<file path="config.mk">
export PLATFORM = sky130hd
export DESIGN_NAME = exe_md_ctrl_flat
export DESIGN_NICKNAME = d
export VERILOG_FILES = /design/src/rtl/exe_md_ctrl_pkg.sv /design/src/rtl/exe_md_ctrl_if.sv /design/src/rtl/exe_md_ctrl_div.sv /design/src/rtl/exe_md_ctrl.sv /design/src/flat_wrapper.sv
export SDC_FILE = /design/constraint.sdc
export NUM_CORES = 2
export LEC_CHECK = 0
export ABC_AREA = 1
export BUFFER_PORTS_ARGS = -buffer_cell sky130_fd_sc_hd__buf_2
export CORE_AREA = 10 10 378 288
export CTS_BUF_LIST = sky130_fd_sc_hd__clkbuf_4 sky130_fd_sc_hd__clkbuf_8 sky130_fd_sc_hd__clkbuf_16
export DETAILED_ROUTE_END_ITERATION = 6
export DIE_AREA = 0 0 388 298
export PLACE_DENSITY = 0.71
export SETUP_SLACK_MARGIN = 0.4
export SLEW_MARGIN = 0
export SYNTH_ARGS = -nofsm -noshare
export SYNTH_HDL_FRONTEND = slang
export SYNTH_SLANG_ARGS = --single-unit
</file>
<file path="constraint.sdc">
create_clock -name clk_i -period 9.2 [get_ports clk_i]
set_input_delay 1.84 -clock clk_i [delete_from_list [all_inputs] [get_ports clk_i]]
set_output_delay 1.84 -clock clk_i [all_outputs]
set_load 0.02 [all_outputs]
</file>
<file path="src/rtl/exe_md_ctrl_pkg.sv">
`default_nettype none
// +--------------------------------------------------------------------+
// | exe_md_ctrl_pkg : shared constants and types for the RV32M         |
// | multiply/divide sequencer.                                          |
// | Revision: 1.0                                                       |
// +--------------------------------------------------------------------+
package exe_md_ctrl_pkg;

  localparam int DATA_WIDTH  = 32;
  localparam int RADDR_WIDTH = 5;
  localparam int DIV_ITER    = DATA_WIDTH;

  localparam logic [6:0] INST_M_F = 7'b0000001;

  localparam logic [2:0] INST_MUL    = 3'b000;
  localparam logic [2:0] INST_MULH   = 3'b001;
  localparam logic [2:0] INST_MULHSU = 3'b010;
  localparam logic [2:0] INST_MULHU  = 3'b011;
  localparam logic [2:0] INST_DIV    = 3'b100;
  localparam logic [2:0] INST_DIVU   = 3'b101;
  localparam logic [2:0] INST_REM    = 3'b110;
  localparam logic [2:0] INST_REMU   = 3'b111;

  localparam logic [1:0] MD_IDLE = 2'd0;
  localparam logic [1:0] MD_CALC = 2'd1;
  localparam logic [1:0] MD_DONE = 2'd2;

  typedef enum logic [1:0] {
    ST_IDLE = MD_IDLE,
    ST_CALC = MD_CALC,
    ST_DONE = MD_DONE
  } md_state_e;

  function automatic logic [DATA_WIDTH-1:0] cond_neg(input logic [DATA_WIDTH-1:0] v,
                                                     input logic neg);
    return neg ? -v : v;
  endfunction

endpackage
`default_nettype wire

</file>
<file path="src/rtl/exe_md_ctrl_if.sv">
`default_nettype none
// +--------------------------------------------------------------------+
// | exe_md_ctrl_if : exe-stage <-> M-extension sequencer bundle.        |
// | Revision: 1.0                                                       |
// +--------------------------------------------------------------------+
interface exe_md_ctrl_if;
  import exe_md_ctrl_pkg::*;

  logic                   start_i;
  logic [2:0]             op_i;
  logic [DATA_WIDTH-1:0]  op1_i;
  logic [DATA_WIDTH-1:0]  op2_i;
  logic [RADDR_WIDTH-1:0] reg_waddr_i;
  logic                   flush_i;
  logic                   stallreq_o;
  logic                   busy_o;
  logic                   result_valid_o;
  logic [DATA_WIDTH-1:0]  result_o;
  logic [RADDR_WIDTH-1:0] reg_waddr_o;
  logic                   reg_we_o;

  modport master (
    output start_i, op_i, op1_i, op2_i, reg_waddr_i, flush_i,
    input  stallreq_o, busy_o, result_valid_o, result_o, reg_waddr_o, reg_we_o
  );

  modport slave (
    input  start_i, op_i, op1_i, op2_i, reg_waddr_i, flush_i,
    output stallreq_o, busy_o, result_valid_o, result_o, reg_waddr_o, reg_we_o
  );
endinterface
`default_nettype wire

</file>
<file path="src/rtl/exe_md_ctrl_div.sv">
`default_nettype none
// +--------------------------------------------------------------------+
// | md_div_core : unsigned restoring divider, one quotient bit/cycle.   |
// | Revision: 1.0                                                       |
// +--------------------------------------------------------------------+
module md_div_core
  import exe_md_ctrl_pkg::*;
#(
  parameter int WIDTH = DATA_WIDTH
) (
  input  wire logic             clk_i,
  input  wire logic             rst_n_i,
  input  wire logic             start,
  input  wire logic [WIDTH-1:0] dividend,
  input  wire logic [WIDTH-1:0] divisor,
  output logic                  done,
  output logic [WIDTH-1:0]      quotient,
  output logic [WIDTH-1:0]      remainder
);

  localparam int c_cnt_w = $clog2(WIDTH);

  logic               r_busy;
  logic [c_cnt_w-1:0] r_cnt;
  logic [WIDTH-1:0]   r_quo;
  logic [WIDTH-1:0]   r_rem;
  logic [WIDTH-1:0]   r_dvs;
  logic [WIDTH:0]     w_part;
  logic [WIDTH:0]     w_diff;
  logic               w_qbit;

  // quotient/remainder are the post-step values, so they are final while done is high
  assign w_part    = {r_rem, r_quo[WIDTH-1]};
  assign w_diff    = w_part - {1'b0, r_dvs};
  assign w_qbit    = ~w_diff[WIDTH];
  assign quotient  = {r_quo[WIDTH-2:0], w_qbit};
  assign remainder = w_qbit ? w_diff[WIDTH-1:0] : w_part[WIDTH-1:0];
  assign done      = r_busy && (r_cnt == '0);

  always_ff @(posedge clk_i or negedge rst_n_i) begin
    if (!rst_n_i) begin
      r_busy <= 1'b0;
      r_cnt  <= '0;
      r_quo  <= '0;
      r_rem  <= '0;
      r_dvs  <= '0;
    end else if (start) begin
      r_busy <= 1'b1;
      r_cnt  <= c_cnt_w'(WIDTH - 1);
      r_quo  <= dividend;
      r_rem  <= '0;
      r_dvs  <= divisor;
    end else if (r_busy) begin
      r_quo <= quotient;
      r_rem <= remainder;
      r_cnt <= r_cnt - c_cnt_w'(1);
      if (r_cnt == '0) r_busy <= 1'b0;
    end
  end

endmodule
`default_nettype wire

</file>
<file path="src/rtl/exe_md_ctrl.sv">
`default_nettype none
// +--------------------------------------------------------------------+
// | exe_md_ctrl : RV32M sequencer - single-pass multiply, iterative     |
// | divide, pipeline stall and flush handling. Revision: 1.0            |
// +--------------------------------------------------------------------+
module exe_md_ctrl
  import exe_md_ctrl_pkg::*;
(
  input  wire logic     clk_i,
  input  wire logic     rst_n_i,
  exe_md_ctrl_if.slave  md
);

  md_state_e              r_state, w_state_nxt;
  logic [2:0]             r_op;
  logic [DATA_WIDTH-1:0]  r_op1, r_op2;
  logic [RADDR_WIDTH-1:0] r_rd;
  logic                   r_neg_q, r_neg_r;
  logic                   r_valid;
  logic [DATA_WIDTH-1:0]  r_result;
  logic [RADDR_WIDTH-1:0] r_waddr;

  logic                   w_accept, w_is_div, w_sdiv, w_div0, w_ovf, w_special;
  logic                   w_div_start, w_div_done;
  logic [DATA_WIDTH-1:0]  w_mag1, w_mag2, w_quo, w_rem;
  logic [63:0]            w_ext1, w_ext2, w_prod;
  logic                   w_load;
  logic [DATA_WIDTH-1:0]  w_res_nxt;
  logic [RADDR_WIDTH-1:0] w_rd_nxt;

  assign w_accept    = (r_state == ST_IDLE) && md.start_i && !md.flush_i;
  assign w_is_div    = md.op_i[2];
  assign w_sdiv      = !md.op_i[0];
  assign w_div0      = (md.op2_i == '0);
  assign w_ovf       = w_sdiv && (md.op1_i == 32'h8000_0000) && (md.op2_i == '1);
  assign w_special   = w_is_div && (w_div0 || w_ovf);
  assign w_div_start = w_accept && w_is_div && !w_special;
  assign w_mag1      = cond_neg(md.op1_i, w_sdiv && md.op1_i[31]);
  assign w_mag2      = cond_neg(md.op2_i, w_sdiv && md.op2_i[31]);

  md_div_core #(.WIDTH(DATA_WIDTH)) u_div (
    .clk_i     (clk_i),
    .rst_n_i   (rst_n_i),
    .start     (w_div_start),
    .dividend  (w_mag1),
    .divisor   (w_mag2),
    .done      (w_div_done),
    .quotient  (w_quo),
    .remainder (w_rem)
  );

  // 64-bit sign extension keeps the low 64 product bits exact for every signedness mix
  assign w_ext1 = {{32{(r_op[1:0] != 2'b11) && r_op1[31]}}, r_op1};
  assign w_ext2 = {{32{(r_op[1:0] == 2'b01) && r_op2[31]}}, r_op2};
  assign w_prod = w_ext1 * w_ext2;

  always_comb begin
    w_state_nxt = r_state;
    w_load      = 1'b0;
    w_res_nxt   = r_result;
    w_rd_nxt    = r_rd;
    case (r_state)
      ST_IDLE: begin
        if (w_accept) begin
          if (w_special) begin
            w_state_nxt = ST_DONE;
            w_load      = 1'b1;
            w_rd_nxt    = md.reg_waddr_i;
            if (w_div0) w_res_nxt = md.op_i[1] ? md.op1_i : '1;
            else        w_res_nxt = md.op_i[1] ? '0 : 32'h8000_0000;
          end else begin
            w_state_nxt = ST_CALC;
          end
        end
      end
      ST_CALC: begin
        if (!r_op[2]) begin
          w_state_nxt = ST_DONE;
          w_load      = 1'b1;
          w_res_nxt   = (r_op[1:0] == 2'b00) ? w_prod[31:0] : w_prod[63:32];
        end else if (w_div_done) begin
          w_state_nxt = ST_DONE;
          w_load      = 1'b1;
          w_res_nxt   = r_op[1] ? cond_neg(w_rem, r_neg_r) : cond_neg(w_quo, r_neg_q);
        end
      end
      ST_DONE: w_state_nxt = ST_IDLE;
      default: w_state_nxt = ST_IDLE;
    endcase
    if (md.flush_i) begin
      w_state_nxt = ST_IDLE;
      w_load      = 1'b0;
    end
  end

  always_ff @(posedge clk_i or negedge rst_n_i) begin
    if (!rst_n_i) begin
      r_state  <= ST_IDLE;
      r_op     <= '0;
      r_op1    <= '0;
      r_op2    <= '0;
      r_rd     <= '0;
      r_neg_q  <= 1'b0;
      r_neg_r  <= 1'b0;
      r_valid  <= 1'b0;
      r_result <= '0;
      r_waddr  <= '0;
    end else begin
      r_state <= w_state_nxt;
      r_valid <= w_load;
      if (w_accept) begin
        r_op    <= md.op_i;
        r_op1   <= md.op1_i;
        r_op2   <= md.op2_i;
        r_rd    <= md.reg_waddr_i;
        r_neg_q <= w_sdiv && (md.op1_i[31] ^ md.op2_i[31]);
        r_neg_r <= w_sdiv && md.op1_i[31];
      end
      if (w_load) begin
        r_result <= w_res_nxt;
        r_waddr  <= w_rd_nxt;
      end
    end
  end

  assign md.stallreq_o     = rst_n_i && !md.flush_i &&
                             (((r_state == ST_IDLE) && md.start_i) || (r_state == ST_CALC));
  assign md.busy_o         = (r_state != ST_IDLE);
  assign md.result_valid_o = r_valid;
  assign md.reg_we_o       = r_valid;
  assign md.result_o       = r_result;
  assign md.reg_waddr_o    = r_waddr;

endmodule
`default_nettype wire

</file>
<file path="src/flat_wrapper.sv">
// flat-port wrapper written by rule: the top's interface ports become plain ports
module exe_md_ctrl_flat import exe_md_ctrl_pkg::*;
  (clk_i, rst_n_i, md_start_i, md_op_i, md_op1_i, md_op2_i, md_reg_waddr_i, md_flush_i, md_stallreq_o, md_busy_o, md_result_valid_o, md_result_o, md_reg_waddr_o, md_reg_we_o);
  exe_md_ctrl_if md_i ();
  input  wire logic clk_i;
  input  wire logic rst_n_i;
  input wire logic [$bits(md_i.start_i)-1:0] md_start_i;
  input wire logic [$bits(md_i.op_i)-1:0] md_op_i;
  input wire logic [$bits(md_i.op1_i)-1:0] md_op1_i;
  input wire logic [$bits(md_i.op2_i)-1:0] md_op2_i;
  input wire logic [$bits(md_i.reg_waddr_i)-1:0] md_reg_waddr_i;
  input wire logic [$bits(md_i.flush_i)-1:0] md_flush_i;
  output wire logic [$bits(md_i.stallreq_o)-1:0] md_stallreq_o;
  output wire logic [$bits(md_i.busy_o)-1:0] md_busy_o;
  output wire logic [$bits(md_i.result_valid_o)-1:0] md_result_valid_o;
  output wire logic [$bits(md_i.result_o)-1:0] md_result_o;
  output wire logic [$bits(md_i.reg_waddr_o)-1:0] md_reg_waddr_o;
  output wire logic [$bits(md_i.reg_we_o)-1:0] md_reg_we_o;
  assign md_i.start_i = md_start_i;
  assign md_i.op_i = md_op_i;
  assign md_i.op1_i = md_op1_i;
  assign md_i.op2_i = md_op2_i;
  assign md_i.reg_waddr_i = md_reg_waddr_i;
  assign md_i.flush_i = md_flush_i;
  assign md_stallreq_o = md_i.stallreq_o;
  assign md_busy_o = md_i.busy_o;
  assign md_result_valid_o = md_i.result_valid_o;
  assign md_result_o = md_i.result_o;
  assign md_reg_waddr_o = md_i.reg_waddr_o;
  assign md_reg_we_o = md_i.reg_we_o;
  exe_md_ctrl u_core (.clk_i(clk_i), .rst_n_i(rst_n_i), .md(md_i));
endmodule
</file>
==> flow_summary.html <==
<table>
<tr><th>Metric</th><th>Value</th></tr>
<tr><th colspan="2">CTS</th></tr>
<tr><td>CTS root buffer</td><td>clkbuf_16</td></tr>
<tr><td>Clock tree from TritonCTS</td><td>yes</td></tr>
<tr><td>Clock buffer count from CTS</td><td>26</td></tr>
<tr><td>H-tree depth reported by CTS</td><td>1</td></tr>
<tr><td>Maximum count of clock buffers along a single path</td><td>3</td></tr>
<tr><td>Count of clock tree sinks</td><td>216</td></tr>
<tr><td>Register clock-pin slew on the reported worst setup and hold paths</td><td>0.08 ns</td></tr>
<tr><td>Clock latency at the later pin of the worst-skew pair</td><td>just over 0.6 ns</td></tr>
<tr><th colspan="2">Die</th></tr>
<tr><td>Core region area</td><td>~100000 µm²</td></tr>
<tr><td>Number of placement rows</td><td>101</td></tr>
<tr><td>Die Height</td><td>298 µm</td></tr>
<tr><td>Initial core utilization</td><td>0.548</td></tr>
<tr><td>Io pins</td><td>around 120</td></tr>
<tr><td>Die X-Extent</td><td>388 µm</td></tr>
<tr><td>Total die area</td><td>around 120000 µm²</td></tr>
<tr><th colspan="2">Drt</th></tr>
<tr><td>DR DRC count</td><td>4</td></tr>
<tr><td>Residual antenna-violating net count after detailed routing</td><td>0</td></tr>
<tr><td>Detailed Route Iter0 Violations</td><td>5782</td></tr>
<tr><td>Detailed-route via count</td><td>between 40000 and 50000</td></tr>
<tr><td>Total wirelength of the detailed-routed design</td><td>roughly 200 mm</td></tr>
<tr><td>Routed length per instance</td><td>22.8 µm</td></tr>
<tr><td>Number of vias per cell after detailed routing</td><td>5.57</td></tr>
<tr><td>Number of detailed-route iterations in the first pass</td><td>7</td></tr>
<tr><th colspan="2">Critical path</th></tr>
<tr><td>Delay contributed by the slowest stage of the critical path</td><td>0.99 ns</td></tr>
<tr><td>Cell with the largest stage delay on the worst path</td><td>dfrtp_1</td></tr>
<tr><td>Reg2reg setup slack</td><td>0.63 ns</td></tr>
<tr><td>Depth of the most critical reg-to-reg path</td><td>30</td></tr>
<tr><td>CP arrival</td><td>between 9 and 10 ns</td></tr>
<tr><td>Total buffers and inverters traversed by the critical path</td><td>8</td></tr>
<tr><td>Critical register-to-register path endpoint</td><td>u_core.md.result_o[31]$_DFFE_PN0P_</td></tr>
<tr><td>Nature of the critical path startpoint</td><td>register</td></tr>
<tr><td>Critical path endpoint category</td><td>register</td></tr>
<tr><td>Crit Reg-Reg Startpoint</td><td>u_core.r_op1[8]$_DFFE_PN0P_</td></tr>
<tr><td>Crit path required time</td><td>9.67 ns</td></tr>
<tr><td>Biggest fanout along the worst timing path</td><td>13</td></tr>
<tr><td>Crit Path Category</td><td>register to register</td></tr>
<tr><td>Largest delay contributor family on the critical path</td><td>adder cells</td></tr>
<tr><th colspan="2">Placed design</th></tr>
<tr><td>DPL Wire Length</td><td>between 150 and 200 mm</td></tr>
<tr><td>Placer congestion estimate</td><td>around 1.1</td></tr>
<tr><td>Post-place setup slack</td><td>0.576 ns</td></tr>
<tr><td>Input/output buffers</td><td>116</td></tr>
<tr><th colspan="2">STA</th></tr>
<tr><td>Max-slew violations</td><td>0</td></tr>
<tr><td>Total negative slack for setup checks</td><td>0 ns</td></tr>
<tr><td>Final hold violation count</td><td>0</td></tr>
<tr><td>Transition time at the pin with the least slew margin</td><td>around 1.3 ns</td></tr>
<tr><td>Final setup fails</td><td>0</td></tr>
<tr><td>Worst setup slack after layout</td><td>0.629 ns</td></tr>
<tr><td>Maximum clock skew at final layout</td><td>0.0426 ns</td></tr>
<tr><td>Clock period minus worst slack</td><td>8.57 ns</td></tr>
<tr><td>Unrepaired setup endpoints after global routing</td><td>false</td></tr>
<tr><td>Highest clock rate</td><td>0.117 GHz</td></tr>
<tr><td>Worst relative slew slack</td><td>0.139</td></tr>
<tr><td>Period utilisation layout</td><td>0.932</td></tr>
<tr><th colspan="2">Global route</th></tr>
<tr><td>Global-route wire length before repair</td><td>301 mm</td></tr>
<tr><td>Total congestion overflow after global routing</td><td>0</td></tr>
<tr><td>Largest net degree at the start of global routing</td><td>126</td></tr>
<tr><td>Total routing usage reported by global routing</td><td>0.341</td></tr>
<tr><td>Number of antenna violations at the first check in global routing</td><td>8</td></tr>
<tr><td>Number of global-route vias before repair</td><td>47800</td></tr>
<tr><th colspan="2">Logic synthesis</th></tr>
<tr><td>Total of warnings raised by yosys</td><td>0</td></tr>
<tr><td>Flop and latch count out of synthesis</td><td>216</td></tr>
<tr><td>Area of the mapped netlist</td><td>about 55000 µm²</td></tr>
<tr><td>Synthesized netlist net count</td><td>8729</td></tr>
<tr><td>Number of unique standard cell types used by synthesis</td><td>56</td></tr>
<tr><td>Avg Cell Area, Syn</td><td>7.60 µm²</td></tr>
<tr><td>Number of enable flip-flop cells after synthesis</td><td>0</td></tr>
<tr><td>Synth Flop Type</td><td>dfrtp_1</td></tr>
<tr><td>Number of cells produced by synthesis</td><td>7276</td></tr>
<tr><td>Share of synthesized registers carrying an async set or reset</td><td>1.00</td></tr>
<tr><td>Share of synthesized area occupied by flip-flops and latches</td><td>0.0977</td></tr>
<tr><th colspan="2">Worst hold path</th></tr>
<tr><td>Sink of the worst hold path</td><td>u_core.u_div.r_dvs[12]$_DFFE_PN0P_</td></tr>
<tr><td>Critical hold path startpoint</td><td>u_core.u_div.r_dvs[12]$_DFFE_PN0P_</td></tr>
<tr><td>Cell count of the worst hold path</td><td>2</td></tr>
<tr><td>Class of the worst hold path</td><td>register to register</td></tr>
<tr><th colspan="2">Status</th></tr>
<tr><td>Outcome</td><td>complete, but fails checks</td></tr>
<tr><td>Failing checks</td><td>DRC</td></tr>
<tr><th colspan="2">Run</th></tr>
<tr><td>Number of violations of the max-capacitance limit</td><td>0</td></tr>
<tr><th colspan="2">Final layout</th></tr>
<tr><td>Area added between synthesis and finish</td><td>5.99%</td></tr>
<tr><td>Number of nets in the layout</td><td>8691</td></tr>
<tr><td>Proportion of layout cells with a drive suffix above 1</td><td>0.0692</td></tr>
</table>
metal layers:
layer,track usage,up-vias,wire length [µm]
li1,-,21100,-
met2,0.475,2660,79100
met5,0,-,30
met1,0.512,23800,84500
met4,0.108,6,7720
met3,0.0902,360,25100
cell usage in the layout (no fill, tap or decap), types with 13 or more instances in the layout:
| cell type | synthesis | layout |
|---|---|---|
| nand3_1 | 190 | 189 |
| a21oi_1 | 261 | 261 |
| nor3_1 | 39 | 38 |
| nor2_2 | 12 | 14 |
| o211ai_1 | 16 | 16 |
| ha_1 | 251 | 251 |
| o22ai_1 | 33 | 33 |
| nand2_4 | 16 | 16 |
| or2_2 | 20 | 20 |
| a21o_1 | 18 | 18 |
| o221ai_1 | 33 | 33 |
| o21bai_1 | 13 | 13 |
| a31oi_1 | 26 | 26 |
| nor4_1 | 20 | 17 |
| clkbuf_16 | 0 | 26 |
| buf_4 | 3 | 167 |
| o21ai_0 | 261 | 260 |
| fa_1 | 1126 | 1123 |
| nor2_1 | 356 | 354 |
| xnor2_1 | 31 | 31 |
| dfrtp_1 | 216 | 195 |
| xor2_1 | 76 | 76 |
| dfrtp_2 | 0 | 21 |
| nand3b_1 | 19 | 19 |
| buf_2 | 9 | 115 |
| nand2_1 | 1856 | 1853 |
| inv_1 | 1875 | 1871 |
| nand4_1 | 41 | 41 |
| nand2_2 | 32 | 35 |
layout make-up:
type,instances,area (µm²)
Multi-Input combinational cell,4811,41400
Fill cell,9400,42300
Timing Repair Buffer,295,2080
Inverter,1888,7100
Clock inverter,15,183
Sequential cell,216,5430
Antenna cell,3,7.51
Tap cell,1339,1680
Clock buffer,33,728
state kept, by name (all words and copies together) (netlist names), 3 cells and up:
signal	count
u_core.md.reg_waddr_o	5
u_core.md.result_o	32
u_core.r_op	3
u_core.r_op1	32
u_core.r_op2	32
u_core.r_rd	5
u_core.u_div.r_cnt	5
u_core.u_div.r_dvs	32
u_core.u_div.r_quo	32
u_core.u_div.r_rem	32
Yosys cell counts (10+ instances only):
| master | instances | area share |
|---|---|---|
| o21bai_1 | 13 | 0.0018 |
| o211ai_1 | 16 | 0.0022 |
| inv_1 | 1875 | 0.13 |
| nand2_1 | 1856 | 0.13 |
| nor4_1 | 20 | 0.0023 |
| a21o_1 | 18 | 0.0024 |
| ha_1 | 251 | 0.057 |
| clkbuf_1 | 332 | 0.023 |
| nand2_2 | 32 | 0.0036 |
| nand3b_1 | 19 | 0.0026 |
| xor2_1 | 76 | 0.012 |
| xnor2_1 | 31 | 0.0049 |
| nand4_1 | 41 | 0.0046 |
| nand3_1 | 190 | 0.017 |
| a31oi_1 | 26 | 0.0029 |
| or2_2 | 20 | 0.0023 |
| nor2_2 | 12 | 0.0014 |
| o21ai_0 | 261 | 0.024 |
| inv_2 | 10 | 0.00068 |
| nand2_4 | 16 | 0.0033 |
| dfrtp_1 | 216 | 0.098 |
| nor2_1 | 356 | 0.024 |
| fa_1 | 1126 | 0.41 |
| o22ai_1 | 33 | 0.0037 |
| a21oi_1 | 261 | 0.024 |
| nor3_1 | 39 | 0.0035 |
| o221ai_1 | 33 | 0.0052 |
worst min-delay path, delay by kind of cell, from the launching register on:
family          cells  cell delay [ns]
flops               1             0.34
compound gates      1             0.06
simple gates        1             0.05
cell families (layout without fill, tap and decap cells):
| group | Yosys count | after routing | synth area share |
|---|---|---|---|
| simple gates | 2624 | 2624 | 0.195 |
| other cells | 0 | 3 | 0 |
| xor+xnor | 107 | 107 | 0.0169 |
| flops | 216 | 216 | 0.0977 |
| fa+ha+maj | 1377 | 1377 | 0.464 |
| compound gates | 703 | 703 | 0.0720 |
| buf+inv | 2249 | 2231 | 0.154 |
worst max path at each step:
stage	from	end	slack (ns)	depth (start not counted)
floorplan	u_core.r_op1[31]$_DFFE_PN0P_	u_core.md.result_o[28]$_DFFE_PN0P_	1.53	27
global placement	u_core.r_op1[15]$_DFFE_PN0P_	u_core.md.result_o[30]$_DFFE_PN0P_	0.64	25
detailed placement	u_core.r_op1[15]$_DFFE_PN0P_	u_core.md.result_o[30]$_DFFE_PN0P_	0.58	25
CTS	u_core.r_op1[15]$_DFFE_PN0P_	u_core.md.result_o[30]$_DFFE_PN0P_	0.52	23
global route	u_core.r_op1[31]$_DFFE_PN0P_	u_core.md.result_o[25]$_DFFE_PN0P_	0.41	31
finish	u_core.r_op1[8]$_DFFE_PN0P_	u_core.md.result_o[31]$_DFFE_PN0P_	0.63	30
repair_timing:
| item | CTS | global route |
|---|---|---|
| buffers inserted | 0 | 11 |
| resized for setup | 0 | 31 |
| hold buffers | 0 | 0 |
| setup endpoints to repair | 0 | 28 |
through the flow:
stage	hold slack, ns	utilization	instance area, µm²	instances
finish	0.483	0.581	58600	8600
CTS	0.489	0.579	58500	8586
floorplan	0.452	-	55300	7276
global placement	0.467	0.570	57600	8538
detailed placement	0.473	0.570	57600	8538
global route	0.516	0.581	58600	8597
Power is left out: the tool's default activity adds up to more than one toggle a clock period on the data nets, which glitch-free logic cannot reach.
